**config.mk**
```make
export PLATFORM = sky130hd
export DESIGN_NAME = kernel_window_buffer
export DESIGN_NICKNAME = d
export VERILOG_FILES = /design/src/rtl/median_pkg.sv /design/src/rtl/line_buffer.sv /design/src/rtl/kernel_window_buffer.sv
export SDC_FILE = /design/constraint.sdc
export NUM_CORES = 1
export LEC_CHECK = 0
export BUFFER_PORTS_ARGS = -buffer_cell sky130_fd_sc_hd__buf_4
export CORE_ASPECT_RATIO = 0.6
export CORE_MARGIN = 4
export CORE_UTILIZATION = 65
export CTS_BUF_LIST = sky130_fd_sc_hd__clkbuf_8
export DETAILED_ROUTE_END_ITERATION = 12
export GPL_ROUTABILITY_DRIVEN = 0
export PLACE_DENSITY_LB_ADDON = 0.25
export SYNTH_ARGS = -nofsm -noshare
export SYNTH_HDL_FRONTEND = slang
export SYNTH_SLANG_ARGS = --single-unit
```
**constraint.sdc**
```tcl
create_clock -name i_clk -period 9.3 [get_ports i_clk]
set_clock_uncertainty 0.15 [all_clocks]
set_input_delay 0.465 -clock i_clk [delete_from_list [all_inputs] [get_ports i_clk]]
set_output_delay 0.465 -clock i_clk [all_outputs]
set_load 0.01 [all_outputs]
```
**src/rtl/median_pkg.sv**
```systemverilog
// Shared types and defaults for the kernel window buffer and median_processing.
package median_pkg;

  localparam int DATA_WIDTH_DEF   = 8;
  localparam int KERNEL_SIZE_DEF  = 5;
  localparam int IMAGE_WIDTH_DEF  = 10;
  localparam int IMAGE_HEIGHT_DEF = 8;

  typedef logic [DATA_WIDTH_DEF-1:0] pixel_t;

  // Square neighbourhood handed to the median stage; [0][0] is the oldest pixel.
  typedef logic [0:KERNEL_SIZE_DEF-1][0:KERNEL_SIZE_DEF-1][DATA_WIDTH_DEF-1:0] kernel_t;

  // Index width for a table of the given depth (never narrower than one bit).
  function automatic int idx_w(input int depth);
    return (depth > 1) ? $clog2(depth) : 1;
  endfunction

endpackage

```
**src/rtl/line_buffer.sv**
```systemverilog
// One image line of delay: single-port memory indexed by column, the old word
// is read out on the same edge that overwrites it.
module line_buffer
  import median_pkg::*;
#(
  parameter int  DATA_WIDTH = DATA_WIDTH_DEF,
  parameter int  DEPTH      = IMAGE_WIDTH_DEF,
  localparam int AW         = idx_w(DEPTH)
) (
  input  logic                  clk_i,
  input  logic                  we_i,
  input  logic [AW-1:0]         addr_i,
  input  logic [DATA_WIDTH-1:0] din_i,
  output logic [DATA_WIDTH-1:0] dout_o
);

  logic [DATA_WIDTH-1:0] mem_q [0:DEPTH-1];

  // Write the new pixel; the asynchronous read below still sees the previous line.
  always_ff @(posedge clk_i) begin
    if (we_i) begin
      mem_q[addr_i] <= din_i;
    end
  end

  assign dout_o = mem_q[addr_i];

endmodule

```
**src/rtl/kernel_window_buffer.sv**
```systemverilog
// Raster-scan pixel stream in, KxK sliding window out (no border padding).
// K-1 line buffers supply the upper rows of each new window column; the window
// itself is a KxK register array that shifts left on every accepted pixel.
module kernel_window_buffer
  import median_pkg::*;
#(
  parameter int DATA_WIDTH   = DATA_WIDTH_DEF,
  parameter int KERNEL_SIZE  = KERNEL_SIZE_DEF,
  parameter int IMAGE_WIDTH  = IMAGE_WIDTH_DEF,
  parameter int IMAGE_HEIGHT = IMAGE_HEIGHT_DEF
) (
  input  logic                  i_clk,
  input  logic                  i_aresetn,
  input  logic [DATA_WIDTH-1:0] s_axis_tdata,
  input  logic                  s_axis_tvalid,
  output logic                  s_axis_tready,
  input  logic                  s_axis_tuser,
  input  logic                  s_axis_tlast,
  output logic [DATA_WIDTH-1:0] o_image_kernel_buffer [0:KERNEL_SIZE-1][0:KERNEL_SIZE-1],
  output logic                  o_image_data_valid,
  output logic                  o_start_of_frame,
  output logic                  o_frame_err
);

  localparam int K  = KERNEL_SIZE;
  localparam int CW = idx_w(IMAGE_WIDTH);
  localparam int RW = idx_w(IMAGE_HEIGHT);

  localparam logic [CW-1:0] COL_LAST = CW'(IMAGE_WIDTH - 1);
  localparam logic [CW-1:0] COL_FULL = CW'(K - 1);
  localparam logic [RW-1:0] ROW_LAST = RW'(IMAGE_HEIGHT - 1);
  localparam logic [RW-1:0] ROW_FULL = RW'(K - 1);

  logic                  tready_q;
  logic [CW-1:0]         col_q, col_d, cur_col;
  logic [RW-1:0]         row_q, row_d, cur_row;
  logic                  vld_q, vld_d;
  logic                  sof_q, sof_d;
  logic                  err_q, err_d;
  logic                  accept;
  logic                  at_col_last;

  logic [DATA_WIDTH-1:0] lb_din  [0:K-2];
  logic [DATA_WIDTH-1:0] lb_dout [0:K-2];
  logic [DATA_WIDTH-1:0] new_col [0:K-1];
  logic [DATA_WIDTH-1:0] win_q   [0:K-1][0:K-1];
  logic [DATA_WIDTH-1:0] win_d   [0:K-1][0:K-1];

  assign accept = s_axis_tvalid && tready_q;

  // A start-of-frame beat is always pixel (0,0), whatever the counters say.
  assign cur_col     = s_axis_tuser ? '0 : col_q;
  assign cur_row     = s_axis_tuser ? '0 : row_q;
  assign at_col_last = (cur_col == COL_LAST);

  // Line-buffer chain: each buffer takes what the one above it just released.
  always_comb begin
    lb_din[0] = s_axis_tdata;
    for (int g = 1; g < K - 1; g++) begin
      lb_din[g] = lb_dout[g-1];
    end
  end

  for (genvar g = 0; g < K - 1; g++) begin : g_lb
    line_buffer #(
      .DATA_WIDTH (DATA_WIDTH),
      .DEPTH      (IMAGE_WIDTH)
    ) u_lb (
      .clk_i  (i_clk),
      .we_i   (accept),
      .addr_i (cur_col),
      .din_i  (lb_din[g]),
      .dout_o (lb_dout[g])
    );
  end

  // New rightmost window column, oldest line at the top, live pixel at the bottom.
  always_comb begin
    for (int r = 0; r < K - 1; r++) begin
      new_col[r] = lb_dout[K-2-r];
    end
    new_col[K-1] = s_axis_tdata;
  end

  // Position tracking, window pulses and line-length error on each accepted beat.
  always_comb begin
    col_d = col_q;
    row_d = row_q;
    vld_d = 1'b0;
    sof_d = 1'b0;
    err_d = err_q;
    if (accept) begin
      col_d = at_col_last ? '0 : cur_col + 1'b1;
      row_d = cur_row;
      if (at_col_last) begin
        row_d = (cur_row == ROW_LAST) ? '0 : cur_row + 1'b1;
      end
      vld_d = (cur_row >= ROW_FULL) && (cur_col >= COL_FULL);
      sof_d = (cur_row == ROW_FULL) && (cur_col == COL_FULL);
      err_d = (s_axis_tuser ? 1'b0 : err_q) | (s_axis_tlast != at_col_last);
    end
  end

  // Window shifts left by one column per accepted beat and holds otherwise.
  always_comb begin
    win_d = win_q;
    if (accept) begin
      for (int r = 0; r < K; r++) begin
        for (int c = 0; c < K - 1; c++) begin
          win_d[r][c] = win_q[r][c+1];
        end
        win_d[r][K-1] = new_col[r];
      end
    end
  end

  // Control state; ready rises on the first clock after reset release.
  always_ff @(posedge i_clk or negedge i_aresetn) begin
    if (!i_aresetn) begin
      tready_q <= 1'b0;
      col_q    <= '0;
      row_q    <= '0;
      vld_q    <= 1'b0;
      sof_q    <= 1'b0;
      err_q    <= 1'b0;
    end else begin
      tready_q <= 1'b1;
      col_q    <= col_d;
      row_q    <= row_d;
      vld_q    <= vld_d;
      sof_q    <= sof_d;
      err_q    <= err_d;
    end
  end

  // Window registers clear on reset so nothing stale is ever presented.
  always_ff @(posedge i_clk or negedge i_aresetn) begin
    if (!i_aresetn) begin
      for (int r = 0; r < K; r++) begin
        for (int c = 0; c < K; c++) begin
          win_q[r][c] <= '0;
        end
      end
    end else begin
      win_q <= win_d;
    end
  end

  assign s_axis_tready         = tready_q;
  assign o_image_kernel_buffer = win_q;
  assign o_image_data_valid    = vld_q;
  assign o_start_of_frame      = sof_q;
  assign o_frame_err           = err_q;

endmodule

```
; ---- Word level (Yosys, flattened, before mapping)
; Memories as Yosys holds them, arrays and structs flattened. A register that Yosys moved wholly into a read port is not among the register bits.
; Cells that the tools add are included.
[totals]
inputBits = 13
wordCells = 58
ram_bits = 320
ff_bits = 203
n_memories = 4
out_inout_bits = 204
[memory_table]
columns = name, words, width, rd, rd_ports_with_merged_regs, wr, line_no
row1 = g_lb[0].u_lb.mem_q, 10, 8, 1, 0, 1, line_buffer.sv:17  ; logic [DATA_WIDTH-1:0] mem_q [0:DEPTH-1];
row2 = g_lb[1].u_lb.mem_q, 10, 8, 1, 0, 1, line_buffer.sv:17
row3 = g_lb[2].u_lb.mem_q, 10, 8, 1, 0, 1, line_buffer.sv:17
row4 = g_lb[3].u_lb.mem_q, 10, 8, 1, 1, 1, line_buffer.sv:17
[classes]
n_addsub = 2
n_reduce_logical = 4
bitwise = 1
n_lt_le_gt_ge = 2
n_eq_ne = 5
mux = 10
[ops]
columns = op, n
row1 = $mux W3, 3
row2 = $mux W4, 2
row3 = $eq A3 B3 Y1 const B, 2
row4 = $mux W1, 5
row5 = $add A4 B1 Y4 const B, 1
row6 = $eq A4 B3 Y1 const B, 1
row7 = $eq A4 B4 Y1 const B, 1
row8 = $ge A4 B3 Y1 const B, 1
row9 = $add A3 B1 Y3 const B, 1
row10 = $ge A3 B3 Y1 const B, 1
row11 = $logic_and A1 B1 Y1, 3
row12 = $logic_not A1 Y1, 1
row13 = $ne A1 B1 Y1, 1
row14 = $or A1 B1 Y1, 1

; ---- Logic depth before layout (Yosys ltp)
; Gate-level depths: netlist of run 1.
[logic_depth]
depth_word = 4
depth_mapped = 10
mapped_depth_nobuf = 8

; ---- Hierarchy
; A second synthesis of run 1 with hierarchy kept.
[hier_totals]
hier_cells = 1563
hier_area_um2 = 20728.6
[by_module_without_submodules]
columns = mod, cells_per_inst, instances, seq_area_each_um2, area_per_inst_um2
row1 = line_buffer, 163, 4, 2402.3, 3160.5
row2 = kernel_window_buffer, 911, 1, 5280.1, 8086.5

; ---- Worst setup path before layout of run 1
; Ideal clock, no wire load.
[synth_timing]
path_type = flip-flop to flip-flop
from = register col_q[1]
to = memory g_lb[0].u_lb.mem_q[1][0] (netlist bit) (enable)
path_stages_with_launch = 6
setup_time_ns = 0.502
arrival_time_ns = 4.216
synth_period_minus_slack_ns = 4.867
setup_slack_ns = 4.433
path_cell_list = dfrtp_1 > buf_4 > buf_4 > buf_2 > buf_2 > nor4_1
[synth_between]
elab_chain_cells = 1
[synth_rtl]
columns = item, line_no
row1 = start: declaration, kernel_window_buffer.sv:35  ; logic [CW-1:0] col_q, col_d, cur_col;
row2 = start signal: assignment, kernel_window_buffer.sv:128  ; col_q <= col_d;
row3 = $mux W4, kernel_window_buffer.sv:52  ; assign cur_col = s_axis_tuser ? '0 : col_q;
row4 = end: declaration, line_buffer.sv:17
; Every way passes these cells.

; ---- Worst setup path in the final report of run 1
[layout_timing]
from = register col_q[1]
to = memory g_lb[0].u_lb.mem_q[9][6] (netlist bit) (enable)
; Same word-level chain as after synthesis.

==> metrics.md, run 1 <==
| Metric | Value |
|---|---|
| Post-cts sizing count | 0 |
| Synth Area in XOR/XNOR | 0.0004228 |
| Met3 Use GR | 0.07948 |
| #FFs+latches synth | 531 |
| Status | completed |
| Static Leakage | 0.01036 uW |
| Buf/Inv on CP | 2 |
| Distinct cells, synth | 53 |
| Final Setup Violations | 0 |
| Fin nets | 1883 |
| Setup ws final | 5.684 ns |
| Finished Layout Cells | 2339 |
| Synth Area in Adders | 0.001208 |
| Die height | 146.3 um |
| Vias in the first global route | 13.98k |
| Compound-Gate Fraction of Synth Area | 0.07217 |
| Worst slew pin tran | 1.200 ns |
| M2 GR Usage | 0.4508 |
| PwrDens | 262.3 mW/mm^2 |
| Ant. Diodes | 0 |
| Dpl hpwl | 31630 um |
| Wirelength, routed | 52370 um |
| Mean Syn Cell Area | 12.59 um^2 |
| Syn_nets | 1660 |
| Ports | 217 |
| Fin Setup TNS | 0 ns |
| Yosys warns | 0 |
| Maxcap violations | 0 |
| Initial DRC Count | 1655 |
| Port Buffers | 216 |
| Die W | 238.5 um |
| Post-synth ARST share | 0.3974 |
| DRC Markers | 0 |
| CTS tree | yes |
| Most frequent cells in the layout | nand2_1 (524), edfxtp_1 (320), buf_4 (242) |
| Initial antenna violation count | 1 |
| Routed WL per cell | 22.39 um |
| Fmax | 276.5 MHz |
| RSZ-0062 raised after global routing | false |
| Crit path max-delay cell type | nor4_4 |
| Initial DRT Pass Iterations | 5 |
| Routed vias | 14.08k |
| Worst path required time | 9.43 ns |
| H-tree Lvls | 3 |
| Num CTS Buffers | 74 |
| Hold WC Path Type | input pin to flop |
| Slew HR | 0.1954 |
| Longest Clk Path Bufs | 3 |
| Critical path cell sequence | buf_4 > nand2b_1 > nor4_4 > buf_4 |
| Simple-gate area share of the yosys netlist | 0.1326 |
| Root Buffer | clkbuf_8 |
| Largest net degree at the start of global routing | 131 |
| Starting Density | 0.6623 |
| Max Slew Vio Count | 0 |
| First-pass GRT wire length | 80990 um |
| Crit-path max FO | 62 |
| FP Rows | 50 |
| Post-route ant nets | 0 |
| Delay-heaviest family, CP | simple AND/OR/NAND/NOR gates |
| Worst vdd ir | 0.2248 mV |
| Pre-CTS setup slack | 5.430 ns |
| Period utilization | 0.3888 |
| Seq/Total Area, Yosys | 0.7187 |
| Final min period | 3.616 ns |
| Crit Path Category | flop to flop |
| WP data arrival | 3.74 ns |
| Area grow syn2layout | 16.63% |
| Top cell by count, worst path | buf_4 |
| Synth Cell Area | 0.02072 mm^2 |
| Clock insertion delay at the later pin of the skew report | 0.62 ns |
| Post-synthesis mux area share | 0.04977 |
| Commonest non-fill, non-tap cell in the layout | nand2_1 |
| Largest family of logic cells by synthesized area | simple AND/OR/NAND/NOR gates |
| Core area | 0.03128 mm^2 |
| Total Routing Usage GR | 0.3017 |
| Via density | 6.018 |
| Startpoint Class | flop |
| Cell count after synthesis | 1645 |
| Number of synthesized flops with an enable pin | 320 |
| Most used routing layer | met2 |
| Crit. End Element | flop |
| Critical Path Max Stage Delay | 0.91 ns |
| Layout cells sized above 1 | 0.2023 |
| Worst-path clk slew | 0.06 ns |
| Clk sinks | 531 |
| Placed cells | 2198 |
| GR Overflow Total | 0 |
| DIE AREA | 0.03489 mm^2 |
| Post-synth top flop | edfxtp_1 |
| Met1 Use GR | 0.4417 |
| Final Hold Fails | 0 |
[worst paths after layout]
kind / start / end / slack, ns / cells after the start
worst max-delay path: col_q[1] / g_lb[0].u_lb.mem_q[9][6] / 5.68 / 4
worst min register to register: o_image_kernel_buffer[37] / o_image_kernel_buffer[37] / 0.33 / 2
worst max register to register: col_q[1] / g_lb[0].u_lb.mem_q[9][6] / 5.68 / 4
min in group asynchronous: i_aresetn / o_image_kernel_buffer[123] / 0.38 / 2
max in group asynchronous: i_aresetn / o_image_kernel_buffer[135] / 6.93 / 3
worst min-delay path: s_axis_tvalid / col_q[0] / 0.18 / 4
[cells in the mapped netlist (5+ instances only)]
| cell type | count | area, um^2 |
|---|---|---|
| o21ai_0 | 55 | 275.3 |
| o22a_1 | 10 | 87.58 |
| dfrtp_1 | 211 | 5280 |
| nand2b_1 | 6 | 37.54 |
| mux2i_1 | 79 | 790.8 |
| o22ai_1 | 13 | 81.33 |
| a311o_1 | 7 | 70.07 |
| and2_0 | 8 | 50.05 |
| or3b_2 | 10 | 87.58 |
| buf_4 | 11 | 82.58 |
| nor2_1 | 80 | 300.3 |
| nand2_1 | 525 | 1971 |
| inv_1 | 6 | 22.52 |
| a221o_1 | 18 | 180.2 |
| nand3_1 | 11 | 55.05 |
| a31oi_1 | 26 | 162.7 |
| edfxtp_1 | 320 | 9609 |
| o211ai_1 | 18 | 135.1 |
| o32a_1 | 5 | 50.05 |
| a22oi_1 | 5 | 37.54 |
| nor3_1 | 8 | 40.04 |
| and2_1 | 8 | 50.05 |
| a211oi_1 | 16 | 120.1 |
| mux2_2 | 16 | 180.2 |
| clkbuf_1 | 63 | 236.5 |
| buf_2 | 24 | 120.1 |
| a21oi_1 | 35 | 175.2 |
| nor2b_1 | 10 | 62.56 |
[per-stage QoR]
stage	utilization	instance area [um^2]	hold WS, ns	total power (uW)
6_report	0.7724	24160	0.1824	6338
5_1_grt	0.7724	24160	0.1698	6628
4_1_cts	0.7724	24160	0.1331	6349
3_5_place_dp	0.7249	22670	0.3135	4649
3_3_place_gp	0.7249	22670	0.3094	4587
2_1_floorplan	-	20720	0.01941	3924
[worst register-to-register path, stage by stage (launching register included)]
cell and delay, ns:
dfrtp_4 0.70, buf_4 0.52, nand2b_1 0.52, nor4_4 0.91, buf_4 0.47
[layer usage]
metal	vias to the layer above	wire length, um
li1	6218	-
met1	6952	21100
met2	782	24000
met3	122	5733
met4	2	1515
met5	-	13
[what timing repair did]
action | 4_1_cts | 5_1_grt
hold endpoints to repair | 217 | 0
buffers inserted | 0 | 0
hold buffers | 10 | 0
[final cells by class]
cell class / instances / area (um^2)
timing repair buffer: 253 / 1932
fill: 1862 / 7118
tap: 416 / 520.5
clock buffer: 85 / 1170
inverter: 6 / 22.52
clock inverter: 46 / 217.7
sequential: 531 / 14900
multi-input combinational: 1002 / 5403
[power by group]
part	switching, uW	internal (uW)
Sequential	283	2910
Combinational	877	564
Clock	845	861
Total	2010	4330
[state kept, by name (all words and copies together), names as in the netlist]
register,count
o_image_kernel_buffer,200
o_image_data_valid,1
row_q,3
col_q,4
g_lb.u_lb.mem_q,320
o_frame_err,1
o_start_of_frame,1
s_axis_tready,1
[kinds of logic (layout without fill, tap and decap cells)]
group | after synthesis | after routing
other cells | 1 | 1
simple gates | 678 | 678
compound gates | 222 | 222
fa+ha+maj | 2 | 2
xor+xnor | 1 | 1
flops | 531 | 531
buf+inv | 112 | 390
mux | 98 | 98
No activity file was read; power rests on OpenSTA's default activity.
==> run 2: changes to the inputs <==
CORE_UTILIZATION = 55   (was 65)
clock period = 2.9 ns   (was 9.3 ns; I/O delays follow)
==> run 2 against run 1 <==
  * Maximum frequency grew 34%
  * Setup slack got worse by 5.5 ns
  * Power rose to 3.3 times the previous value
  * Non-clock buffer count is 36 higher
  * Cell count up 5.6%
  * Flip-flop and latch count did not move
  * Critical path depth stayed put
  * Sequential power grew to 3.2 times the previous value
  * Register-to-register slack worse by 5.5 ns
==> metrics.md, run 2 (synthesized netlist as in run 1, its figures left out) <==
| Metric | Value |
|---|---|
| Int Pwr | 14320 uW |
| Via density | 5.565 |
| DRC Markers | 0 |
| Crit-path max FO | 25 |
| GR Overflow Total | 0 |
| Total Routing Usage GR | 0.2542 |
| Dpl hpwl | 31760 um |
| Worst slew pin tran | 1.007 ns |
| Post-cts sizing count | 0 |
| Reg power frac | 0.485 |
| Period utilization | 0.9296 |
| RSZ-0062 raised after global routing | false |
| Crit. End Element | flop |
| Ports | 217 |
| Wirelength, routed | 52750 um |
| Die W | 258.6 um |
| Clock power frac | 0.278 |
| Worst-path clk slew | 0.07 ns |
| Total Power | 20720 uW |
| Vias in the first global route | 13.16k |
| Most frequent cells in the layout | nand2_1 (524), edfxtp_1 (320), buf_4 (257) |
| Slew HR | 0.3289 |
| Routed vias | 13.74k |
| Num CTS Buffers | 76 |
| Layout cells sized above 1 | 0.2142 |
| Max FFs per register | 320 |
| Worst vdd ir | 0.4589 mV |
| Crit Path Category | flop to flop |
| Reg2reg path depth | 4 |
| Critical path cell sequence | o21ba_2 > nor2_1 > a221o_1 > o211ai_1 |
| Setup Fix Bufs, Post-CTS | 0 |
| Root Buffer | clkbuf_8 |
| Post-route ant nets | 0 |
| Area grow syn2layout | 20.27% |
| Sw Share | 0.3089 |
| Pre-CTS setup slack | 0.2630 ns |
| Static Leakage | 0.01069 uW |
| Final Hold Fails | 0 |
| DIE AREA | 0.04094 mm^2 |
| Initial DRT Pass Iterations | 5 |
| Setup ws final | 0.2041 ns |
| Longest Clk Path Bufs | 3 |
| Fmax | 370.9 MHz |
| Final Util | 0.6779 |
| Hold WC Path Type | input pin to flop |
| Worst path required time | 3.04 ns |
| Commonest non-fill, non-tap cell in the layout | nand2_1 |
| Port Buffers | 216 |
| Max Slew Vio Count | 0 |
| Clock insertion delay at the later pin of the skew report | 0.63 ns |
| Final min period | 2.696 ns |
| P_sw | 6401 uW |
| CTS tree | yes |
| First-pass GRT wire length | 79620 um |
| Initial antenna violation count | 0 |
| Fin nets | 1921 |
| Largest net degree at the start of global routing | 220 |
| Hold-critical path depth | 2 |
| WP data arrival | 2.84 ns |
| FILL cells | 2697 |
| Ant. Diodes | 0 |
| Min-Delay Startpoint | s_axis_tdata[7] |
| H-tree Lvls | 3 |
| FF-to-FF End | g_lb[3].u_lb.mem_q[6][4] |
| Area occupied by multi-input gates | 0.005436 mm^2 |
| Critical register-to-register path startpoint | col_q[1] |
| FF/Latch Area | 0.01490 mm^2 |
| Core area | 0.03676 mm^2 |
| Starting Density | 0.5636 |
| Crit path max-delay cell type | o21ba_2 |
| Critical Path Max Stage Delay | 0.79 ns |
| Startpoint Class | flop |
| Hold slack | 0.1957 ns |
| Maxcap violations | 0 |
| FP Rows | 54 |
| Largest Register | g_lb.u_lb.mem_q |
| Die height | 158.3 um |
| Initial DRC Count | 1398 |
| PwrDens | 831.7 mW/mm^2 |
| Status | completed |
| Clk sinks | 531 |
| Routed WL per cell | 21.36 um |
| Final Setup Violations | 0 |
| Hold EP | g_lb[0].u_lb.mem_q[8][7] |
| Combinational power share | 0.236 |
| R2R Setup Slk | 0.20 ns |
[run 2: cell types whose count changed in the layout (fill, tap and decap cells not counted), sizes merged]
cell,before,now
buf,243,276
inv,31,39
clkinv,18,13
dlygate4sd3,10,13
bufinv,1,3
clkbuf,85,87
clkinvlp,2,1
[run 2: layout make-up]
class	count	area share
inverter	6	0.0009039
tap	504	0.02531
timing repair buffer	289	0.09803
multi-input combinational	1002	0.2182
clock buffer	87	0.04806
clock inverter	50	0.01160
sequential	531	0.5979
[run 2: per-stage QoR]
step / area [um^2] / std cells / TNS (ns)
floorplan: 20800 / 1645 / -3.312
global placement: 23270 / 2318 / 0
detailed placement: 23270 / 2318 / 0
CTS: 24920 / 2469 / 0
global route: 24920 / 2469 / 0
finish: 24920 / 2469 / 0
[run 2: power groups by stage]
stage	sequential, uW	combinational [uW]	clock [uW]
after floorplan	10200	2370	0
after global placement	10200	4730	0
after detailed placement	10200	4860	0
after CTS	10100	4900	5870
after global routing	10200	5280	6260
final	10100	4900	5770
[run 2: repair_timing]
action,CTS,global route
setup endpoints to repair,0,0
hold buffers,14,0
endpoints found under the hold margin,311,0
[run 2: worst max path at each step]
stage | startpoint | to | slack (ns) | depth (start not counted)
after floorplan | col_q[1] | g_lb[0].u_lb.mem_q[7][0] | -0.09 | 5
after global placement | col_q[1] | g_lb[3].u_lb.mem_q[4][2] | 0.39 | 6
after detailed placement | col_q[1] | g_lb[1].u_lb.mem_q[1][5] | 0.26 | 6
after CTS | col_q[1] | g_lb[1].u_lb.mem_q[2][5] | 0.24 | 6
after global routing | col_q[1] | g_lb[1].u_lb.mem_q[2][5] | 0.12 | 6
final | col_q[1] | g_lb[3].u_lb.mem_q[6][4] | 0.20 | 4
[run 2: metal layers]
layer | vias to the layer above | global-route usage | wire [um]
met4 | 0 | 0.06059 | 656
met1 | 6816 | 0.3870 | 24260
li1 | 6323 | - | -
met3 | 54 | 0.05309 | 3850
met5 | - | 0 | 0
met2 | 548 | 0.3836 | 23980
[run 2: critical path, delay by kind of cell, from the launching register on]
family             cells  cell delay [ns]
AOI/OAI and AO/OA      3             1.60
DFF                    1             0.50
and+or+nand+nor        1             0.10
